## src/rtl/seq_det_pkg.sv

```systemverilog
`default_nettype none
// ============================================================================
// Module      : seq_det_pkg
// Description : Elaboration-time helpers for the parameterised serial-pattern
//               detector: state width, pattern self-border length and the
//               KMP next-state function used to build the constant table.
// Revision    : 1.0 - initial release
// ============================================================================
package seq_det_pkg;

    // Widest pattern the helpers are written for.
    localparam int c_MAX_LEN = 16;

    // Bits needed to hold a matched-prefix length 0..len.
    function automatic int st_width(input int len);
        return $clog2(len + 1);
    endfunction

    // Longest proper border of the whole pattern, i.e. the longest prefix
    // (shorter than the pattern) that is also a suffix. Pattern bit
    // len-1 is the first bit received.
    function automatic int border_len(input logic [15:0] pattern, input int len);
        int r;
        bit ok;
        r = 0;
        for (int k = 1; k < c_MAX_LEN; k++) begin
            if (k < len) begin
                ok = 1'b1;
                for (int i = 0; i < c_MAX_LEN; i++) begin
                    if (i < k) begin
                        if (pattern[len-1-i] != pattern[k-1-i]) begin
                            ok = 1'b0;
                        end
                    end
                end
                if (ok) begin
                    r = k;
                end
            end
        end
        return r;
    endfunction

    // Next matched-prefix length after appending bit b to the prefix of
    // length st: the longest suffix of (prefix ++ b) that is itself a
    // pattern prefix. Covers both the advance case (k = st+1) and fallback.
    function automatic int next_st(input logic [15:0] pattern, input int len,
                                   input int st, input logic b);
        int  r;
        int  j;
        bit  ok;
        logic sb;
        r = 0;
        for (int k = 1; k <= c_MAX_LEN; k++) begin
            if (k <= len && k <= st + 1) begin
                ok = 1'b1;
                for (int i = 0; i < c_MAX_LEN; i++) begin
                    if (i < k) begin
                        j  = st + 1 - k + i;
                        sb = (j == st) ? b : pattern[len-1-j];
                        if (sb != pattern[len-1-i]) begin
                            ok = 1'b0;
                        end
                    end
                end
                if (ok) begin
                    r = k;
                end
            end
        end
        return r;
    endfunction

endpackage : seq_det_pkg
`default_nettype wire

```

## src/rtl/sat_counter.sv

```systemverilog
`default_nettype none
// ============================================================================
// Module      : sat_counter
// Description : Saturating up-counter with synchronous clear. A clear that
//               coincides with an increment loads 1 so the event is kept.
// Revision    : 1.0 - initial release
// ============================================================================
module sat_counter #(
    parameter int W = 8
) (
    input  logic         clk,
    input  logic         rst,
    input  logic         inc,
    input  logic         clr,
    output logic [W-1:0] q,
    output logic         sat
);

    logic [W-1:0] r_q;

    // Count register: reset, clear (keeping a same-edge event), saturating increment.
    always_ff @(posedge clk) begin
        if (rst) begin
            r_q <= '0;
        end else if (clr) begin
            r_q <= inc ? W'(1) : '0;
        end else if (inc && !(&r_q)) begin
            r_q <= r_q + W'(1);
        end
    end

    assign q   = r_q;
    assign sat = &r_q;

endmodule : sat_counter
`default_nettype wire

```

## src/rtl/seq_detector_param.sv

```systemverilog
`default_nettype none
// ============================================================================
// Module      : seq_detector_param
// Description : Parameterised Moore serial-pattern detector. State is the
//               matched-prefix length; transitions come from a constant KMP
//               table built at elaboration. Counts matches in a saturating,
//               software-clearable counter.
// Revision    : 1.0 - initial release
// ============================================================================
module seq_detector_param
    import seq_det_pkg::*;
#(
    parameter int          LEN     = 4,
    parameter logic [15:0] PATTERN = 16'b1010,
    parameter bit          OVERLAP = 1'b1,
    parameter int          CNT_W   = 8
) (
    input  logic             clk,
    input  logic             rst,
    input  logic             din,
    input  logic             din_valid,
    input  logic             clear_cnt,
    output logic             dout,
    output logic [CNT_W-1:0] match_cnt,
    output logic             cnt_sat
);

    localparam int              c_ST_W    = st_width(LEN);
    localparam logic [c_ST_W-1:0] c_MATCH = c_ST_W'(LEN);
    // From MATCH, overlapping mode resumes from the pattern's own border;
    // non-overlapping mode behaves as if nothing had been seen.
    localparam int              c_RESTART = OVERLAP ? border_len(PATTERN, LEN) : 0;

    if (LEN < 2 || LEN > 16) begin : g_bad_len
        $error("seq_detector_param: LEN must be in 2..16");
    end
    if ((PATTERN >> LEN) != 16'd0) begin : g_bad_pat
        $error("seq_detector_param: PATTERN wider than LEN");
    end

    // Constant transition table indexed by [state][din].
    logic [c_ST_W-1:0] w_tbl [0:LEN][0:1];

    for (genvar s = 0; s <= LEN; s++) begin : g_row
        for (genvar b = 0; b < 2; b++) begin : g_col
            localparam int c_FROM = (s == LEN) ? c_RESTART : s;
            localparam int c_NXT  = next_st(PATTERN, LEN, c_FROM, (b != 0));
            assign w_tbl[s][b] = c_ST_W'(c_NXT);
        end
    end

    logic [c_ST_W-1:0] r_st;
    logic              r_dout;
    logic [c_ST_W-1:0] w_nxt;
    logic              w_hit;

    assign w_nxt = w_tbl[r_st][din];
    assign w_hit = din_valid && (w_nxt == c_MATCH);

    // State register and registered detect flag; both hold while din_valid is low.
    always_ff @(posedge clk) begin
        if (rst) begin
            r_st   <= '0;
            r_dout <= 1'b0;
        end else if (din_valid) begin
            r_st   <= w_nxt;
            r_dout <= (w_nxt == c_MATCH);
        end
    end

    assign dout = r_dout;

    sat_counter #(
        .W   (CNT_W)
    ) u_cnt (
        .clk (clk),
        .rst (rst),
        .inc (w_hit),
        .clr (clear_cnt),
        .q   (match_cnt),
        .sat (cnt_sat)
    );

endmodule : seq_detector_param
`default_nettype wire

```

## config.mk

```make
export PLATFORM = sky130hd
export DESIGN_NAME = seq_detector_param
export DESIGN_NICKNAME = d
export VERILOG_FILES = /design/src/rtl/seq_det_pkg.sv /design/src/rtl/sat_counter.sv /design/src/rtl/seq_detector_param.sv
export SDC_FILE = /design/constraint.sdc
export NUM_CORES = 1
export LEC_CHECK = 0
export ABC_AREA = 1
export CAP_MARGIN = 0
export CORE_AREA = 4 4 41 43
export DETAILED_ROUTE_END_ITERATION = 8
export DIE_AREA = 0 0 45 47
export GPL_TIMING_DRIVEN = 0
export PLACE_DENSITY = 0.84
export REMOVE_ABC_BUFFERS = 1
export SKIP_CTS_REPAIR_TIMING = 1
export SKIP_LAST_GASP = 1
export SLEW_MARGIN = 20
export SYNTH_ARGS = -nofsm -noshare
export SYNTH_HDL_FRONTEND = slang
export SYNTH_SLANG_ARGS = --single-unit
```

## constraint.sdc

```tcl
create_clock -name clk -period 2 [get_ports clk]
set_input_delay 0.3 -clock clk [delete_from_list [all_inputs] [get_ports clk]]
set_output_delay 0.3 -clock clk [all_outputs]
set_load 0.02 [all_outputs]
```

==> results.py <==
metrics = {
    "layout": {
        "final_nets": 117,
        "fillers": 125,
        "stdcell_count": 124,
        "fin_util_pct": 62.79,
        "design_area_um2": 817.0,
        "area.growth.synth_to_final_pct": 29.05,
        "num_antenna_cells": 0,
        "final_layout_size_suffix_gt1_share_pct": 8.257,
    },
    "setup_path": {
        "cp-end-kind": "primary output",
        "cp.required_ns": 1.70,
        "worstPathMaxFanout": 4,
        "worst_path_most_repeated_cell": "nand2_1",
        "worstSetupStartpointType": "flip-flop",
        "critPathSlowestCell": "dfxtp_1",
        "slowest_delay_ns": 0.37,
        "path_class": "reg2out",
        "path_buf_inv": 2,
        "path_delay_family": "flip-flops",
        "arrival_ns": 1.47,
        "worstPathCellList": "ha_1 -> nand2_1 -> nor2_1 -> nand2_1 -> inv_1 -> dlymetal6s2s_1",
    },
    "die": {
        "die_height_um": 47,
        "rows": 13,
        "ios": 15,
        "fp.coreArea_mm2": 0.001301,
        "dieArea_mm2": 0.002115,
        "die_x_um": 45,
        "initial_utilization_pct": 48.65,
    },
    "sta": {
        "finalHoldViolCount": 0,
        "clock_skew_ns": 0.003559,
        "rsz0062_at_grt": "false",
        "final.period_utilization_pct": 88.55,
        "setup_viol": 0,
        "drv_slew": 0,
        "worstMarginPinSlew_ns": 0.4747,
        "fin_crit_ns": 1.771,
        "max_freq_ghz": 0.5647,
        "maxSlewHeadroom_pct": 68.23,
    },
    "power": {
        "power_uw": 413.6,
        "p_per_area_mw_per_mm2": 506.2,
        "leakage_nw": 0.3560,
        "ir_drop_mv": 0.2363,
    },
    "drt": {
        "route.detailed.drc": 0,
        "drt_wl_total_um": 1246,
        "firstDrtPassIters": 4,
        "dr_total_vias": 616,
        "drt.antenna.violating_nets": 0,
        "first_iter_violations": 12,
        "drt-vias-per-instance": 4.968,
        "wire_per_inst_um": 10.05,
    },
    "yosys": {
        "synth_cell_types": 18,
        "syn_area_per_cell_um2": 6.882,
        "netlist_top_cells_area": "dfxtp_1 (38%), nand2_1 (12%), nor2_1 (12%), inv_1 (8.3%), nand3_1 (4.7%)",
        "syn_inst": 92,
        "yosysWarnings": 0,
        "synth_top_cell_area_share_pct": 37.94,
        "synth_area_um2": 633.1,
        "seq_area_frac_synth_pct": 37.94,
        "synth-seq-cells": 12,
        "synth_top_cell_by_area": "dfxtp_1",
    },
    "clock_tree": {
        "numCtsBuffers": 3,
        "cts.sinks": 12,
        "clock-root-buffer": "clkbuf_4",
        "cts_tree": "done",
        "cts_buffer_depth": 2,
        "htreeDepth": 1,
        "cts.clk_slew.worst_paths_ns": 0.07,
        "clk_latency_ns": 0.27,
    },
    "placed_design": {
        "dpl.hpwl_um": 937.7,
        "portBuffers": 14,
        "placed_cell_area_um2": 792.0,
        "gp_congestion": 0.8014,
        "dp.cells": 121,
    },
    "min_path": {
        "worstHoldPathType": "reg2reg",
    },
    "grt": {
        "grtUsageTotal_pct": 13.56,
        "grt_pass1_vias": 502,
        "antenna_found_initial": 0,
        "grt_max_degree": 9,
        "grt_pass1_wl_um": 2021,
        "grt.overflow.total": 0,
    },
    "outcome": {
        "status": "finished clean",
    },
    "flow_run": {
        "cap_viol_max_count": 0,
    },
}
sequential cells by signal (all words and copies together), names as in the netlist:
name	cells
dout	1
r_st	3
u_cnt.q	8
power by group:
group	total [mW]	switching (mW)	internal, mW
registers	0.243	0.00188	0.241
clock network	0.146	0.0762	0.0697
logic	0.0249	0.0133	0.0116
worst register-to-register path, stage by stage, from the launching register on:
cell	delay, ns
dfxtp_1	0.37
ha_1	0.19
nand2_1	0.08
nor2_1	0.13
nand2_1	0.15
nand2_4	0.15
inv_1	0.07
o21ai_0	0.14
nor2_1	0.06
per-stage QoR:
| stage | worst slack, ns | hold WS, ns | TNS (ns) |
|---|---|---|---|
| 6_report | 0.2291 | 0.4977 | 0 |
| 3_5_place_dp | 0.1502 | 0.4832 | 0 |
| 3_3_place_gp | 0.1542 | 0.4746 | 0 |
| 5_1_grt | 0.1228 | 0.5408 | 0 |
| 4_1_cts | -0.1549 | 0.5020 | -0.1549 |
| 2_1_floorplan | 0.5553 | 0.3691 | 0 |
per-layer routing:
| metal | GRT usage, % | routed length (um) |
|---|---|---|
| met5 | 0 | 0 |
| met4 | 10.53 | 38 |
| met3 | 3.831 | 77 |
| met2 | 21.19 | 545 |
| met1 | 15.63 | 585 |
path summary, 6_finish.rpt:
check	from	to	slack (ns)	depth (start not counted)
min reg2reg	dout$_SDFFE_PP0P_	dout$_SDFFE_PP0P_	0.50	2
max reg2reg	u_cnt.q[1]$_SDFFE_PP0P_	u_cnt.q[1]$_SDFFE_PP0P_	0.57	8
min	dout$_SDFFE_PP0P_	dout$_SDFFE_PP0P_	0.50	2
max	u_cnt.q[1]$_SDFFE_PP0P_	cnt_sat	0.23	6
cells in the final DEF, fill, tap and decap left out, types with 2 or more instances in the layout:
cell type / count
nand2_1: 20
nor2_1: 20
inv_1: 14
clkdlybuf4s50_1: 13
dfxtp_1: 12
nand3_1: 6
a21oi_1: 3
nand4_1: 3
clkbuf_4: 3
nor3b_1: 2
o21bai_2: 2
o21ai_0: 2
cells by family after synthesis:
family                     share of synthesized area, %
and+or+nand+nor                                   40.71
buffers and inverters                             8.300
DFF                                               37.94
AOI/OAI and AO/OA                                 11.07
adders and majority gates                         1.976
synthesized netlist by cell type:
master	number
nand2_1	20
nor2_1	20
inv_1	14
dfxtp_1	12
nand3_1	6
a21oi_1	3
nand4_1	3
nor3b_1	2
o21ai_0	2
o21bai_2	2
a211oi_1	1
a21boi_0	1
ha_1	1
nand2_2	1
nand2_4	1
nor2_2	1
nor2_8	1
o211ai_1	1
final cells by class:
type / count / area [um2] / area share, %
multi-input combinational: 66 / 340.3 / 41.65
sequential: 12 / 240.2 / 29.40
timing repair buffer: 14 / 142.6 / 17.46
inverter: 14 / 52.55 / 6.432
clock buffer: 3 / 22.52 / 2.757
tap: 15 / 18.77 / 2.297
No activity file was read; power rests on OpenSTA's default activity.
